==> src/rtl/ps2_alloc_pkg.sv <==
// Shared constants, FSM state encoding and event type for the PS/2 channel allocator.
// The optional auto-release feature is enabled with macro PS2_AUTO_RELEASE_EN.
package ps2_alloc_pkg;

    localparam logic [7:0] IDLE_CODE = 8'hF0;
    localparam logic [7:0] PS2_BREAK = 8'hF0;
    localparam logic [7:0] PS2_EXT   = 8'hE0;

    typedef enum logic [1:0] {
        S_IDLE    = 2'd0,
        S_EXT     = 2'd1,
        S_BRK     = 2'd2,
        S_EXT_BRK = 2'd3
    } ps2_state_e;

    typedef struct packed {
        logic [7:0] code;
        logic       brk;
        logic       ext;
    } ps2_event_t;

    // Controller chatter (BAT result, ACK, resend, errors) that never names a key.
    function automatic logic is_ignored(input logic [7:0] b);
        return b inside {8'h00, 8'hAA, 8'hE1, 8'hFA, 8'hFE, 8'hFF};
    endfunction

endpackage

==> src/rtl/ps2_prefix_fsm.sv <==
// Decodes the E0/F0 prefix grammar of the PS/2 byte stream into make/break events.
// Abandons a stale prefix after PREFIX_TIMEOUT idle cycles.
module ps2_prefix_fsm
    import ps2_alloc_pkg::*;
#(
    parameter int PREFIX_TIMEOUT = 500000
) (
    input  logic       CLK_50,
    input  logic       reset,
    input  logic       byte_valid,
    input  logic [7:0] byte_data,
    output logic       ev_valid,
    output ps2_event_t ev
);

    localparam int            TW      = (PREFIX_TIMEOUT > 2) ? $clog2(PREFIX_TIMEOUT) : 1;
    localparam logic [TW-1:0] TO_LAST = TW'(PREFIX_TIMEOUT - 1);

    ps2_state_e    state;
    logic [TW-1:0] to_cnt;

    // Event is decoded straight from the current state so the parent's registers
    // update on the edge that accepts the completing byte.
    always_comb begin
        ev_valid = byte_valid;
        if (state == S_IDLE && (byte_data == PS2_BREAK || byte_data == PS2_EXT || is_ignored(byte_data)))
            ev_valid = 1'b0;
        if (state == S_EXT && byte_data == PS2_BREAK)
            ev_valid = 1'b0;
        ev.code = byte_data;
        ev.brk  = (state == S_BRK) || (state == S_EXT_BRK);
        ev.ext  = (state == S_EXT) || (state == S_EXT_BRK);
    end

    always_ff @(posedge CLK_50) begin
        if (reset) begin
            state  <= S_IDLE;
            to_cnt <= '0;
        end else if (byte_valid) begin
            to_cnt <= '0;
            case (state)
                S_IDLE: begin
                    if (byte_data == PS2_BREAK)    state <= S_BRK;
                    else if (byte_data == PS2_EXT) state <= S_EXT;
                end
                S_EXT:   state <= (byte_data == PS2_BREAK) ? S_EXT_BRK : S_IDLE;
                default: state <= S_IDLE;
            endcase
        end else if (state != S_IDLE) begin
            if (to_cnt == TO_LAST) begin
                state  <= S_IDLE;
                to_cnt <= '0;
            end else begin
                to_cnt <= to_cnt + 1'b1;
            end
        end
    end

endmodule

==> src/rtl/ps2_channel_alloc.sv <==
// Allocates held PS/2 note keys onto two polyphonic channels for the staff block.
// Define PS2_AUTO_RELEASE_EN to release channels held AUTO_RELEASE_CYC cycles without a repeat.
module ps2_channel_alloc
    import ps2_alloc_pkg::*;
#(
    parameter int PREFIX_TIMEOUT = 500000
`ifdef PS2_AUTO_RELEASE_EN
    ,
    parameter int AUTO_RELEASE_CYC = 250000000
`endif
) (
    input  logic       CLK_50,
    input  logic       reset,
    input  logic       byte_valid,
    input  logic [7:0] byte_data,
    output logic [7:0] scan_code1,
    output logic [7:0] scan_code2,
    output logic [7:0] key1_code,
    output logic       key_strobe,
    output logic       steal
);

    logic            ev_valid;
    ps2_event_t      ev;
    logic [1:0][7:0] ch;
    logic            oldest;
    logic [1:0]      hit, busy, expire;
    logic            is_make, alloc, sel;

    ps2_prefix_fsm #(.PREFIX_TIMEOUT(PREFIX_TIMEOUT)) u_fsm (
        .CLK_50     (CLK_50),
        .reset      (reset),
        .byte_valid (byte_valid),
        .byte_data  (byte_data),
        .ev_valid   (ev_valid),
        .ev         (ev)
    );

    assign scan_code1 = ch[0];
    assign scan_code2 = ch[1];

    always_comb begin
        for (int i = 0; i < 2; i++) begin
            hit[i]  = (ch[i] == ev.code);
            busy[i] = (ch[i] != IDLE_CODE);
        end
        is_make = ev_valid && !ev.brk && !ev.ext;
        alloc   = is_make && !(|hit);
        // Free ch1 first, then ch2, otherwise evict the older one.
        sel     = !busy[0] ? 1'b0 : (!busy[1] ? 1'b1 : oldest);
    end

`ifdef PS2_AUTO_RELEASE_EN
    localparam int            AW      = (AUTO_RELEASE_CYC > 2) ? $clog2(AUTO_RELEASE_CYC) : 1;
    localparam logic [AW-1:0] AR_LAST = AW'(AUTO_RELEASE_CYC - 1);

    logic [1:0][AW-1:0] age;

    // A repeat make arriving on the expiry cycle keeps the key alive.
    always_comb begin
        for (int i = 0; i < 2; i++)
            expire[i] = busy[i] && (age[i] == AR_LAST) && !(is_make && hit[i]);
    end

    always_ff @(posedge CLK_50) begin
        if (reset) begin
            age <= '0;
        end else begin
            for (int i = 0; i < 2; i++) begin
                if (!busy[i] || expire[i] || (is_make && hit[i]) || (alloc && sel == i[0]))
                    age[i] <= '0;
                else
                    age[i] <= age[i] + 1'b1;
            end
        end
    end
`else
    assign expire = '0;
`endif

    always_ff @(posedge CLK_50) begin
        if (reset) begin
            ch         <= {IDLE_CODE, IDLE_CODE};
            key1_code  <= IDLE_CODE;
            oldest     <= 1'b0;
            key_strobe <= 1'b0;
            steal      <= 1'b0;
        end else begin
            key_strobe <= 1'b0;
            steal      <= 1'b0;
            for (int i = 0; i < 2; i++)
                if (expire[i]) ch[i] <= IDLE_CODE;
            if (ev_valid) begin
                if (ev.brk) begin
                    for (int i = 0; i < 2; i++)
                        if (hit[i]) ch[i] <= IDLE_CODE;
                    if (key1_code == ev.code) key1_code <= IDLE_CODE;
                end else if (ev.ext) begin
                    key1_code  <= ev.code;
                    key_strobe <= (ev.code != key1_code);
                end else begin
                    key1_code <= ev.code;
                    if (alloc) begin
                        ch[sel]    <= ev.code;
                        key_strobe <= 1'b1;
                        steal      <= busy[0] && busy[1];
                        // On a steal sel == oldest, so this also flips it.
                        oldest     <= ~sel;
                    end
                end
            end
        end
    end

endmodule
==> config.mk <==
export PLATFORM = sky130hd
export DESIGN_NAME = ps2_channel_alloc
export DESIGN_NICKNAME = d
export VERILOG_FILES = /design/src/rtl/ps2_alloc_pkg.sv /design/src/rtl/ps2_prefix_fsm.sv /design/src/rtl/ps2_channel_alloc.sv
export SDC_FILE = /design/constraint.sdc
export NUM_CORES = 1
export LEC_CHECK = 0
export CORE_MARGIN = 2
export CORE_UTILIZATION = 30
export DETAILED_ROUTE_END_ITERATION = 12
export PLACE_DENSITY = 0.62
export SYNTH_ARGS = -nofsm -noshare
export SYNTH_HDL_FRONTEND = slang
export SYNTH_SLANG_ARGS = --single-unit
==> constraint.sdc <==
create_clock -name CLK_50 -period 2.1 [get_ports CLK_50]
set_clock_uncertainty 0.2 [all_clocks]
set_input_delay 0.42 -clock CLK_50 [delete_from_list [all_inputs] [get_ports CLK_50]]
set_output_delay 0.42 -clock CLK_50 [all_outputs]
set_load 0.01 [all_outputs]
==> qor.yml <==
timing:
  maxSlewViolCount: 0
  rsz0062_at_grt: "yes"
  hold_viol_final: 0
  worst_hold_slack_ns: 0.265
  maxSlewHeadroom: 0.773
  worst_slack_ns: -0.0256
  fmax_mhz: 470
  tightest_slew_ns: 0.339
  min_period_over_period: 1.01
  period_needed_ns: 2.13
  finalSetupViolations: 4
placed_design:
  dp_cells: 440
  port_buffers: 36
  dp_hpwl_um: 4400
  place_area_sq_mm: 0.00323
  place_congestion: 0.857
worst_hold_path:
  hold_class: "in -> reg"
pwr:
  power_density_mw_per_mm2: 1050
  switchingPower_mw: 1.19
  p_comb_frac: 0.459
  swShare: 0.311
  power_leakage_nw: 1.40
  power_frac_seq: 0.298
  cell_internal_pwr_mw: 2.63
  ir_drop_uv: 655
  pwr-share-clk: 0.243
die:
  start_util: 0.309
  die_h_um: 93.0
  die_w_um: 93.0
  fp.coreArea_sq_mm: 0.00769
  dieArea_sq_mm: 0.00864
  rows: 32
  io_pins: 37
detailed_routing:
  drc_errors: 0
  routed_wl_um: 6490
  wl_per_cell_um: 14.2
  vias_per_cell: 4.93
  dr_total_vias: 2250
  drtAntennaViolNets: 0
  first_iter_violations: 108
  drt_pass1_iterations: 4
critical_path:
  crit_type: "reg -> reg"
  cp-end-kind: "register"
  rrSetupSlack_ns: -0.03
  start_kind: "register"
  crit_fanout: 4
  required_ns: 2.11
  worstPathArrival_ns: 2.14
yosys:
  mappedNetlistArea_sq_mm: 0.00237
  synth.distinct_cells: 47
  syn-num-nets: 274
  synth_edf_count: 0
  avgSynthCellArea_sq_um: 9.06
  synthArstFlopShare: 0
  seq_area_frac_synth: 0.405
  ys_seq_elements: 48
  synthCells: 262
  synthFlopType: "dfxtp_1"
  yosysWarnings: 0
outcome:
  violations: "negative setup slack"
  status: "complete, but fails checks"
final_layout:
  area_growth_pct: 52.5
  stdcell_count: 456
  nets: 365
  layout-drive-gt1-share: 0.288
  design_area_sq_mm: 0.00362
  antennaDiodeCount: 0
global_route:
  grt_usage: 0.156
  first_global_vias: 2316
  grt_max_degree: 19
  grt_pass1_wl_um: 10800
  antenna_found_initial: 0
  grt.overflow.total: 0
clock_tree:
  worstSkewPairLatency_ns: 0.31
  htree_num_levels: 2
  clkSinkCount: 48
  numCtsBuffers: 5
  clkTransAtPathRegs_ns: 0.10
  root_buffer: "clkbuf_8"
  clockBufferDepth: 2
  cts_tree: "done"
run:
  cap_violations: 0
-- cell usage in the layout (no fill, tap or decap), types with 5 or more instances in the layout --
cell type         n
a21oi_1           6
nor4_1            5
nor3_1            8
clkbuf_8          5
a22o_1            8
xor2_1           19
buf_4            54
clkdlybuf4s50_1  28
nand4_1          12
o22a_1            9
nand2_1          16
dfxtp_1          47
inv_1             7
nor2_1           27
xnor2_1          23
-- worst max-delay path: stages (launching register included) --
cell       delay [ns]
dfxtp_2          0.35
nor4_4           0.26
buf_4            0.17
a21oi_4          0.05
or2_1            0.23
or3_4            0.37
o2bb2ai_4        0.16
a22o_1           0.24
-- power by group through the flow --
| stage | sequential [mW] | clock, mW | combinational (mW) |
|---|---|---|---|
| 3_5_place_dp | 1.14 | 0 | 1.46 |
| 6_report | 1.14 | 0.928 | 1.75 |
| 5_1_grt | 1.15 | 0.976 | 1.87 |
| 4_1_cts | 1.12 | 0.934 | 1.68 |
| 3_3_place_gp | 1.13 | 0 | 1.45 |
| 2_1_floorplan | 1.25 | 0 | 0.627 |
-- cell type report --
cell class | count | area (sq um)
fillers | 751 | 4070
multi-input cells | 191 | 1450
flip-flops and latches | 48 | 962
repair buffers | 97 | 885
well taps | 102 | 128
clock inverters | 3 | 90.1
clock buffers | 5 | 68.8
inverters | 10 | 40.0
-- final timing paths --
check                       start               to  cells past startpoint
setup / recovery    scan_code2[3]    scan_code2[2]                      7
hold / removal       byte_data[6]    scan_code1[6]                      3
setup reg to reg    scan_code2[3]    scan_code2[2]                      7
hold reg to reg   u_fsm.to_cnt[1]  u_fsm.to_cnt[1]                      2
-- synth_stat cells, types with 2 or more instances --
| cell type | instances | area [sq um] |
|---|---|---|
| dfxtp_1 | 48 | 961 |
| nor2_1 | 28 | 105 |
| xnor2_1 | 23 | 201 |
| xor2_1 | 19 | 166 |
| nand2_1 | 17 | 63.8 |
| nand4_1 | 12 | 75.1 |
| nor3_1 | 10 | 50.1 |
| a21oi_1 | 9 | 45.0 |
| o22a_1 | 9 | 78.8 |
| a22o_1 | 8 | 70.1 |
| inv_1 | 8 | 30.0 |
| buf_2 | 7 | 35.0 |
| nor4_1 | 7 | 43.8 |
| clkbuf_1 | 5 | 18.8 |
| and3_1 | 4 | 25.0 |
| nand3_1 | 4 | 20.0 |
| o2bb2ai_1 | 4 | 35.0 |
| a2bb2oi_1 | 3 | 26.3 |
| o21ai_1 | 3 | 15.0 |
| and4_1 | 2 | 17.5 |
| buf_6 | 2 | 22.5 |
| inv_2 | 2 | 7.51 |
| nand2b_1 | 2 | 12.5 |
| or2_1 | 2 | 12.5 |
| or3_1 | 2 | 12.5 |
-- flip-flops by register name, summed over array words and instances (netlist names) --
name	count
oldest	1
u_fsm.to_cnt	19
scan_code2	8
key_strobe	1
key1_code	8
steal	1
u_fsm.state	2
scan_code1	8
-- logic make-up (layout without fill, tap and decap cells) --
| group | Yosys count | after routing | synth area share |
|---|---|---|---|
| compound gates | 49 | 50 | 0.169 |
| xor+xnor | 42 | 42 | 0.155 |
| fa+ha+maj | 1 | 1 | 0.00527 |
| buf+inv | 24 | 115 | 0.0479 |
| flops | 48 | 48 | 0.405 |
| simple gates | 98 | 98 | 0.219 |
-- routing by layer --
| layer | vias up | share of wire | global-route usage |
|---|---|---|---|
| li1 | 1120 | - | - |
| met1 | 1069 | 0.46 | 0.193 |
| met2 | 49 | 0.48 | 0.270 |
| met3 | 12 | 0.045 | 0.0338 |
| met4 | 0 | 0.017 | 0.0478 |
| met5 | - | 0 | 0 |
-- repair_timing --
item | CTS | global route
cloned | 3 | 0
hold buffers | 0 | 0
gates resized for setup | 41 | 6
endpoints found under the setup margin | 27 | 20
setup buffers | 5 | 0
pin swaps | 12 | 1
-- stage by stage --
stage | utilization | setup TNS (ns) | total power, mW | setup WS (ns)
after global placement | 0.420 | -14.03 | 2.59 | -0.576
after floorplan | - | -1.99 | 1.87 | -0.152
after global routing | 0.471 | -0.561 | 4.00 | -0.0730
final | 0.471 | -0.0594 | 3.82 | -0.0256
after detailed placement | 0.420 | -14.82 | 2.60 | -0.612
after CTS | 0.467 | -0.0105 | 3.73 | -0.00793
(Power assumes the default switching activity.)
